===== src/rtl/rb_ctrl_if.sv =====
// rb_ctrl_if: pixel stream, row-buffer BRAM and steering signals of the row-buffer controller
interface rb_ctrl_if #(
  parameter int PIXEL_WIDTH = 8,
  parameter int RBs = 3,
  parameter int RB_ADDR = 2,
  parameter int BRAM_ADDR = 10
);
  logic                   s_valid;
  logic                   s_ready;
  logic [PIXEL_WIDTH-1:0] s_pixel;
  logic [RBs-1:0]         bram_we;
  logic [BRAM_ADDR-1:0]   bram_waddr;
  logic [PIXEL_WIDTH-1:0] bram_wdata;
  logic [BRAM_ADDR-1:0]   bram_raddr;
  logic                   steer_en;
  logic [RB_ADDR-1:0]     steer_sel;
  logic                   win_valid;
  modport master (
    input  s_valid, s_pixel,
    output s_ready, bram_we, bram_waddr, bram_wdata, bram_raddr, steer_en, steer_sel, win_valid
  );
  modport slave (
    output s_valid, s_pixel,
    input  s_ready, bram_we, bram_waddr, bram_wdata, bram_raddr, steer_en, steer_sel, win_valid
  );
endinterface


===== src/rtl/rb_ctrl.sv =====
// rb_ctrl: row-buffer write/read sequencer and steering control for the window pipeline (RB_STALL_CNT_EN adds stall_cnt)
module rb_ctrl #(
  parameter int PIXEL_WIDTH = 8,
  parameter int RBs = 3,
  parameter int RB_ADDR = 2,
  parameter int BRAM_ADDR = 10,
  parameter int BRAM_R_DATA_WIDTH = 24,
  parameter int IMG_W = 640,
  parameter int IMG_H = 480
) (
  input  logic      clk,
  input  logic      rst,
  input  logic      start,
  rb_ctrl_if.master bus,
  output logic      frame_done,
  output logic      busy
`ifdef RB_STALL_CNT_EN
  ,
  output logic [15:0] stall_cnt
`endif
);
  localparam int ROW_W = $clog2((IMG_H > RBs ? IMG_H : RBs) + 1);
  typedef enum logic [1:0] {IDLE, FILL, RUN, DONE} state_t;
  state_t state;
  logic [BRAM_ADDR-1:0] col;
  logic [ROW_W-1:0] row;
  logic [RB_ADDR-1:0] wr_rb;
  logic s_ready, beat;
  if (BRAM_R_DATA_WIDTH != RBs * PIXEL_WIDTH) begin : g_bad_width
    $error("BRAM_R_DATA_WIDTH must equal RBs*PIXEL_WIDTH");
  end
  assign s_ready = state == FILL || state == RUN;
  assign beat = s_ready && bus.s_valid;
  assign busy = state != IDLE;
  assign bus.s_ready = s_ready;
  assign bus.bram_we = beat ? RBs'(1) << wr_rb : '0;
  assign bus.bram_waddr = col;
  assign bus.bram_raddr = col;
  assign bus.bram_wdata = bus.s_pixel;
  // frame sequencing: counters, state and the steering controls delayed to match BRAM read latency
  always_ff @(posedge clk) begin
    if (rst) begin
      state <= IDLE;
      col <= '0;
      row <= '0;
      wr_rb <= '0;
      bus.steer_en <= 1'b0;
      bus.steer_sel <= '0;
      bus.win_valid <= 1'b0;
      frame_done <= 1'b0;
    end else begin
      bus.steer_en <= beat;
      bus.win_valid <= beat && state == RUN;
      frame_done <= 1'b0;
      if (beat) bus.steer_sel <= wr_rb;
      case (state)
        IDLE: if (start) begin
          state <= FILL;
          col <= '0;
          row <= '0;
          wr_rb <= '0;
        end
        FILL, RUN: if (beat) begin
          if (col == BRAM_ADDR'(IMG_W - 1)) begin
            col <= '0;
            row <= row + 1'b1;
            wr_rb <= wr_rb == RB_ADDR'(RBs - 1) ? '0 : wr_rb + 1'b1;
            if (row == ROW_W'(IMG_H - 1)) begin
              state <= DONE;
              frame_done <= 1'b1;
            end else if (row == ROW_W'(RBs - 1)) state <= RUN;
          end else col <= col + 1'b1;
        end
        default: state <= IDLE;
      endcase
    end
  end
`ifdef RB_STALL_CNT_EN
  // input-starvation cycles while accepting pixels, saturating, restarted with each frame
  always_ff @(posedge clk) begin
    if (rst || (state == IDLE && start)) stall_cnt <= '0;
    else if (s_ready && !bus.s_valid && stall_cnt != 16'hFFFF) stall_cnt <= stall_cnt + 1'b1;
  end
`endif
endmodule


===== src/flat_wrapper.sv =====
// flat-port wrapper written by rule: the top's interface ports become plain ports
module rb_ctrl_flat 
#(
  parameter int PIXEL_WIDTH = 8,
  parameter int RBs = 3,
  parameter int RB_ADDR = 2,
  parameter int BRAM_ADDR = 10,
  parameter int BRAM_R_DATA_WIDTH = 24,
  parameter int IMG_W = 640,
  parameter int IMG_H = 480
)
  (clk, rst, start, frame_done, busy, bus_s_valid, bus_s_pixel, bus_s_ready, bus_bram_we, bus_bram_waddr, bus_bram_wdata, bus_bram_raddr, bus_steer_en, bus_steer_sel, bus_win_valid);
  rb_ctrl_if #(.PIXEL_WIDTH(PIXEL_WIDTH), .RBs(RBs), .RB_ADDR(RB_ADDR), .BRAM_ADDR(BRAM_ADDR)) bus_i ();
  input  logic clk;
  input  logic rst;
  input  logic start;
  output logic frame_done;
  output logic busy;
  input wire logic [$bits(bus_i.s_valid)-1:0] bus_s_valid;
  input wire logic [$bits(bus_i.s_pixel)-1:0] bus_s_pixel;
  output wire logic [$bits(bus_i.s_ready)-1:0] bus_s_ready;
  output wire logic [$bits(bus_i.bram_we)-1:0] bus_bram_we;
  output wire logic [$bits(bus_i.bram_waddr)-1:0] bus_bram_waddr;
  output wire logic [$bits(bus_i.bram_wdata)-1:0] bus_bram_wdata;
  output wire logic [$bits(bus_i.bram_raddr)-1:0] bus_bram_raddr;
  output wire logic [$bits(bus_i.steer_en)-1:0] bus_steer_en;
  output wire logic [$bits(bus_i.steer_sel)-1:0] bus_steer_sel;
  output wire logic [$bits(bus_i.win_valid)-1:0] bus_win_valid;
  assign bus_i.s_valid = bus_s_valid;
  assign bus_i.s_pixel = bus_s_pixel;
  assign bus_s_ready = bus_i.s_ready;
  assign bus_bram_we = bus_i.bram_we;
  assign bus_bram_waddr = bus_i.bram_waddr;
  assign bus_bram_wdata = bus_i.bram_wdata;
  assign bus_bram_raddr = bus_i.bram_raddr;
  assign bus_steer_en = bus_i.steer_en;
  assign bus_steer_sel = bus_i.steer_sel;
  assign bus_win_valid = bus_i.win_valid;
  rb_ctrl #(.PIXEL_WIDTH(PIXEL_WIDTH), .RBs(RBs), .RB_ADDR(RB_ADDR), .BRAM_ADDR(BRAM_ADDR), .BRAM_R_DATA_WIDTH(BRAM_R_DATA_WIDTH), .IMG_W(IMG_W), .IMG_H(IMG_H)) u_core (.clk(clk), .rst(rst), .start(start), .bus(bus_i), .frame_done(frame_done), .busy(busy));
endmodule

===== config.mk =====
export PLATFORM = sky130hd
export DESIGN_NAME = rb_ctrl_flat
export DESIGN_NICKNAME = d
export VERILOG_FILES = /design/src/rtl/rb_ctrl_if.sv /design/src/rtl/rb_ctrl.sv /design/src/flat_wrapper.sv
export SDC_FILE = /design/constraint.sdc
export NUM_CORES = 1
export LEC_CHECK = 0
export CAP_MARGIN = 5
export CORE_MARGIN = 2
export CORE_UTILIZATION = 30
export CTS_CLUSTER_SIZE = 10
export DETAILED_ROUTE_END_ITERATION = 8
export GPL_ROUTABILITY_DRIVEN = 0
export GPL_TIMING_DRIVEN = 0
export SETUP_SLACK_MARGIN = 0.4
export SKIP_LAST_GASP = 1
export SLEW_MARGIN = 20
export SYNTH_ARGS = -nofsm -noshare
export SYNTH_HDL_FRONTEND = slang
export SYNTH_SLANG_ARGS = --single-unit

===== constraint.sdc =====
create_clock -name clk -period 2.3 [get_ports clk]
set_input_delay 0.46 -clock clk [delete_from_list [all_inputs] [get_ports clk]]
set_output_delay 0.46 -clock clk [all_outputs]
set_load 0.01 [all_outputs]

Yosys cells after proc, flatten, opt, wreduce, memory -nomap -nowiden
Index checks and enable logic that the tools add are counted.
{"block": "classes", "eq_ne": 10, "shifts": 1, "reduce_logical": 11, "bitwise": 3, "addsub": 3, "n_mux": 21}
{"cell": "$mux 10", "count": 3}
{"cell": "$mux 9", "count": 3}
{"cell": "$pmux 10 s2", "count": 1}
{"cell": "$mux 2", "count": 9}
{"cell": "$pmux 9 s2", "count": 1}
{"cell": "$add 10x1->10 const B", "count": 1}
{"cell": "$eq 10x10->1 const B", "count": 1}
{"cell": "$add 9x1->9 const B", "count": 1}
{"cell": "$eq 9x2->1 const B", "count": 1}
{"cell": "$eq 9x9->1 const B", "count": 1}
{"cell": "$pmux 2 s2", "count": 2}
{"cell": "$reduce_and 4->1", "count": 2}
{"cell": "$eq 2x2->1 const B", "count": 2}
{"cell": "$ne 2x1->1 const B", "count": 2}
{"cell": "$reduce_bool 2->1", "count": 2}
{"cell": "$reduce_or 4->1", "count": 1}
{"cell": "$mux 3", "count": 1}
{"cell": "$ne 3x1->1 const B", "count": 1}
{"cell": "$not 1->1", "count": 3}
{"cell": "$reduce_and 3->1", "count": 1}
{"cell": "$shl 1x2->3 const A", "count": 1}
{"cell": "$add 2x1->2 const B", "count": 1}
{"cell": "$eq 2x1->1 const B", "count": 1}
{"cell": "$logic_and 1x1->1", "count": 2}
{"cell": "other kinds (5)", "count": 5}
{"block": "totals", "ff_bits": 28, "out_inout_bits": 38, "input_bits": 12}

Logic depth before layout (Yosys ltp)
{"block": "logic_depth", "word_depth": 6, "ltp_mapped": 7, "mapped_depth_nobuf": 7}

Least setup slack after synthesis
Ideal clock, no wire load.
{"block": "synth_path", "path_kind": "register to register", "startpoint": "register u_core.state[1]", "endpoint": "register u_core.row[8]", "setup_time_ns": 0.074, "n_path_buf": 0, "path_slack_ns": 0.178, "arrival_ns": 2.047, "period_less_slack_ns": 2.122, "path_stages_with_launch": 8, "required_time_ns": 2.226, "path_cell_list": "dfxtp_1 > inv_1 > ha_1 > nand2_2 > or3_4 > nor3_4 > or3b_1 > a31oi_1"}
{"block": "synth_via", "elab_chain_len": 5}
{"item": "start: declaration", "line": "rb_ctrl.sv:24", "rtl": "state_t state;"}
{"item": "start signal: assignment", "line": "rb_ctrl.sv:43", "rtl": "state <= IDLE;"}
{"item": "start signal: assignment", "line": "rb_ctrl.sv:58", "rtl": "state <= FILL;"}
{"item": "start signal: assignment", "line": "rb_ctrl.sv:69", "rtl": "state <= DONE;"}
{"item": "$eq 2x1->1 or $eq 2x2->1 (tied branches)", "line": "rb_ctrl.sv:32", "rtl": "assign s_ready = state == FILL || state == RUN;"}
{"item": "$logic_or 1x1->1 (*)", "line": "rb_ctrl.sv:32"}
{"item": "named net bus_s_ready", "line": "flat_wrapper.sv:21", "rtl": "output wire logic [$bits(bus_i.s_ready)-1:0] bus_s_ready;"}
{"item": "$logic_and 1x1->1 (*)", "line": "rb_ctrl.sv:33", "rtl": "assign beat = s_ready && bus.s_valid;"}
{"item": "$ne 2x1->1 (no line) (*)"}
{"item": "$reduce_and 4->1 (no line) (*)"}
{"item": "end signal: assignment", "line": "rb_ctrl.sv:66", "rtl": "row <= row + 1'b1;"}
{"item": "end: declaration", "line": "rb_ctrl.sv:26", "rtl": "logic [ROW_W-1:0] row;"}
Mark *: on every way through the listed nets, which the timed path passes. The rest lies on a longest branch.
A chain may end at the register's enable or synchronous reset.

Final worst setup path
{"block": "layout_path", "startpoint": "register u_core.state[0]", "endpoint": "register u_core.row[8]"}
{"block": "layout_via", "elab_chain_len": 5}
{"item": "$eq 2x1->1 or $eq 2x2->1 (tied branches)", "line": "rb_ctrl.sv:32, rb_ctrl.sv:56"}
{"item": "$logic_or 1x1->1", "line": "rb_ctrl.sv:32"}
{"item": "$logic_and 1x1->1", "line": "rb_ctrl.sv:33"}
{"item": "$ne 2x1->1 (no line)"}
{"item": "$reduce_and 4->1 (no line)"}
Several ways; a longest one is shown, not always the timed one.

==> flow_metrics.tcl <==
set metrics [dict create \
    outcome "complete, no violations" \
    fin_crit_sh_pct 86.2 \
    vias 1613 \
    clock_latency_ps 280 \
    cp_slowest_cell "or3b_1" \
    initial_core_util_pct 31.3 \
    drtAntennaViolNets 0 \
    p_leak_nw 0.927 \
    drt-total-wl_um 4140 \
    use_met1_pct 18.3 \
    final_common_cell "clkdlybuf4s50_1" \
    grt_setup_unrepaired "yes" \
    worstHoldPathType "reg2reg" \
    dp.cells 306 \
    seq_area_frac_synth_pct 34.9 \
    tightestPinTransition_ps 494 \
    final_cells 326 \
    drt-wirelength-per-cell_um 12.7 \
    first_global_vias 1435 \
    port_buffers 41 \
    crit_path_cell_trace "inv_2, ha_4, nand2_8, or3_4, nor3_4, or3b_1, a31oi_1" \
    cts.path.max_buffers 2 \
    core_sq_mm 0.00514 \
    r2r-start "u_core.state[0]" \
    powerDensity_mw_per_mm2 523 \
    end_kind "flip-flop" \
    clock_sinks 28 \
    finalSetupTns_ps 0 \
    hold_end "u_core.bus.steer_sel[0]" \
    cts_htree_levels 1 \
    setup_slack_ps 316 \
    post-route-util_pct 46.7 \
    synth.cell_area_sq_mm 0.00161 \
    fin_area_sq_mm 0.00240 \
    p_total_mw 1.26 \
    arrival_ps 2180 \
    ios 50 \
    top_usage_layer "met2" \
    crit_type "reg2reg" \
    antenna_cells 0 \
    hold_start "u_core.bus.steer_sel[0]" \
    clock-root-buffer "clkbuf_8" \
    hold_ws_ps 457 \
    worst-path-buf-inv 1 \
    drt_iter0_drc 87 \
    cp.required_ps 2500 \
    area_growth_pct 49.4 \
    vias_per_cell 4.95 \
    synth_area_per_cell_sq_um 8.25 \
    die_x_um 77.2 \
    met2_usage_pct 21.7 \
    dpl_cell_area_sq_mm 0.00213 \
    max_stage_delay_ps 370 \
    async_reset_ff_share_pct 0 \
    fmax_mhz 504 \
    finalCriticalPeriod_ps 1980 \
    start_kind "flip-flop" \
    grt_pass1_wl_um 6670 \
    multi_input_area_sq_um 996 \
    grt_remaining_overflow 0 \
    antenna_found_initial 0 \
    cts_buffers 3 \
    path_delay_family "simple AND/OR/NAND/NOR gates" \
    grt_max_degree 15 \
    holdBufCountCts 0 \
    yosys_warnings 0 \
    hold_viol_final 0 \
    yosys.cell_types.count 44 \
    drive_gt1_share_pct 30.1 \
    critPathMaxFanout 6 \
    peakVddDrop_mv 0.262 \
    hpwl_um 2860 \
    final_nets 276 \
    dpl_worst_slack_ps -244 \
    syn_nets 213 \
    grt_util_met3_pct 2.12 \
    grtUsageTotal_pct 13.7 \
    maxCapViolCount 0 \
    synth_ff_type "dfxtp_1" \
    drc 0 \
    drtPass1Iterations 4 \
    hold_depth 2 \
    r2r_end "u_core.row[8]" \
    rr_worst_depth 7 \
    setup_viol 0 \
    mostFrequentLayoutCells "clkdlybuf4s50_1 (34), buf_4 (33), nand2_1 (23)" \
    synth_seq_cells 28 \
    final-max-slew-violation-count 0 \
    register_area_sq_um 574 \
    clk_pin_slew_ps 90 \
    die_area_sq_mm 0.00596 \
    synth-edff-count 0 \
    fill_cells 549 \
    skew_ps 2.82 \
    fp-row-count 26 \
    netlist_instances 195 \
    r2r_slack_ps 320 \
    die_y_um 77.2 \
    slew_headroom_pct 67.0 \
    cts_tree "yes" \
]
## synthesized netlist by cell type (4+ instances only)
cell type / n / area share, %
dfxtp_1: 28 / 35
nand2_1: 23 / 5.4
buf_4: 18 / 8.4
nor2_1: 16 / 3.7
a21oi_1: 14 / 4.4
nand3_1: 12 / 3.7
ha_1: 6 / 4.7
nand4_1: 6 / 2.3
xor2_1: 6 / 3.3
inv_1: 5 / 1.2
nor3_1: 5 / 1.6
and2_1: 4 / 1.6
nor4_1: 4 / 1.6
## sequential cells by signal (all words and copies together), names as in the netlist
name	count
u_core.bus.bram_raddr	10
u_core.row	9
u_core.bus.steer_sel	2
u_core.state	2
u_core.wr_rb	2
u_core.bus.steer_en	1
u_core.bus.win_valid	1
u_core.frame_done	1
## routing by layer
layer	vias to the layer above	share of wire, %
li1	802	-
met1	760	45
met2	43	49
met3	8	4.4
met4	0	1.8
met5	-	0
## cells by family after synthesis
group	count (synthesis)	synth area share, %
adders and majority gates	6	4.67
AOI/OAI and AO/OA	28	10.8
buffers and inverters	27	10.5
xor gates and xnor gates	7	3.81
muxes	3	2.10
DFF	28	34.9
and+or+nand+nor	96	33.2
## how the worst max path moves through the flow
stage,start,cells after the start,slack (ps),end
finish,u_core.state[0],7,320,u_core.row[8]
global route,u_core.state[0],8,260,u_core.row[2]
CTS,u_core.state[0],5,280,bus_bram_we[2]
detailed placement,bus_s_valid,6,-240,u_core.row[8]
global placement,bus_s_valid,6,-230,u_core.row[8]
floorplan,u_core.state[1],7,420,u_core.row[8]
## layout make-up
cell class | instances | share of cell area (%)
Sequential cell | 28 | 23.9
Inverter | 5 | 0.781
Buffer | 22 | 6.41
Clock buffer | 3 | 1.72
Multi-Input combinational cell | 140 | 41.5
Timing Repair Buffer | 58 | 22.1
Tap cell | 70 | 3.65
## report_power, final
group | internal (mW) | leakage (nW) | switching, mW
clock network | 0.118 | 0.0216 | 0.152
logic | 0.210 | 0.674 | 0.267
registers | 0.499 | 0.231 | 0.0107
## what timing repair did
action	in CTS	in global routing
pin swaps	4	9
gates resized for setup	27	20
setup buffers	6	11
setup endpoints to repair	30	31
## worst register-to-register path, cell delays in order (launching register included)
cell	delay (ps)
dfxtp_2	340
inv_2	50
ha_4	300
nand2_8	70
or3_4	350
nor3_4	270
or3b_1	370
a31oi_1	150
Note: power is estimated with default switching activity, not from simulation.
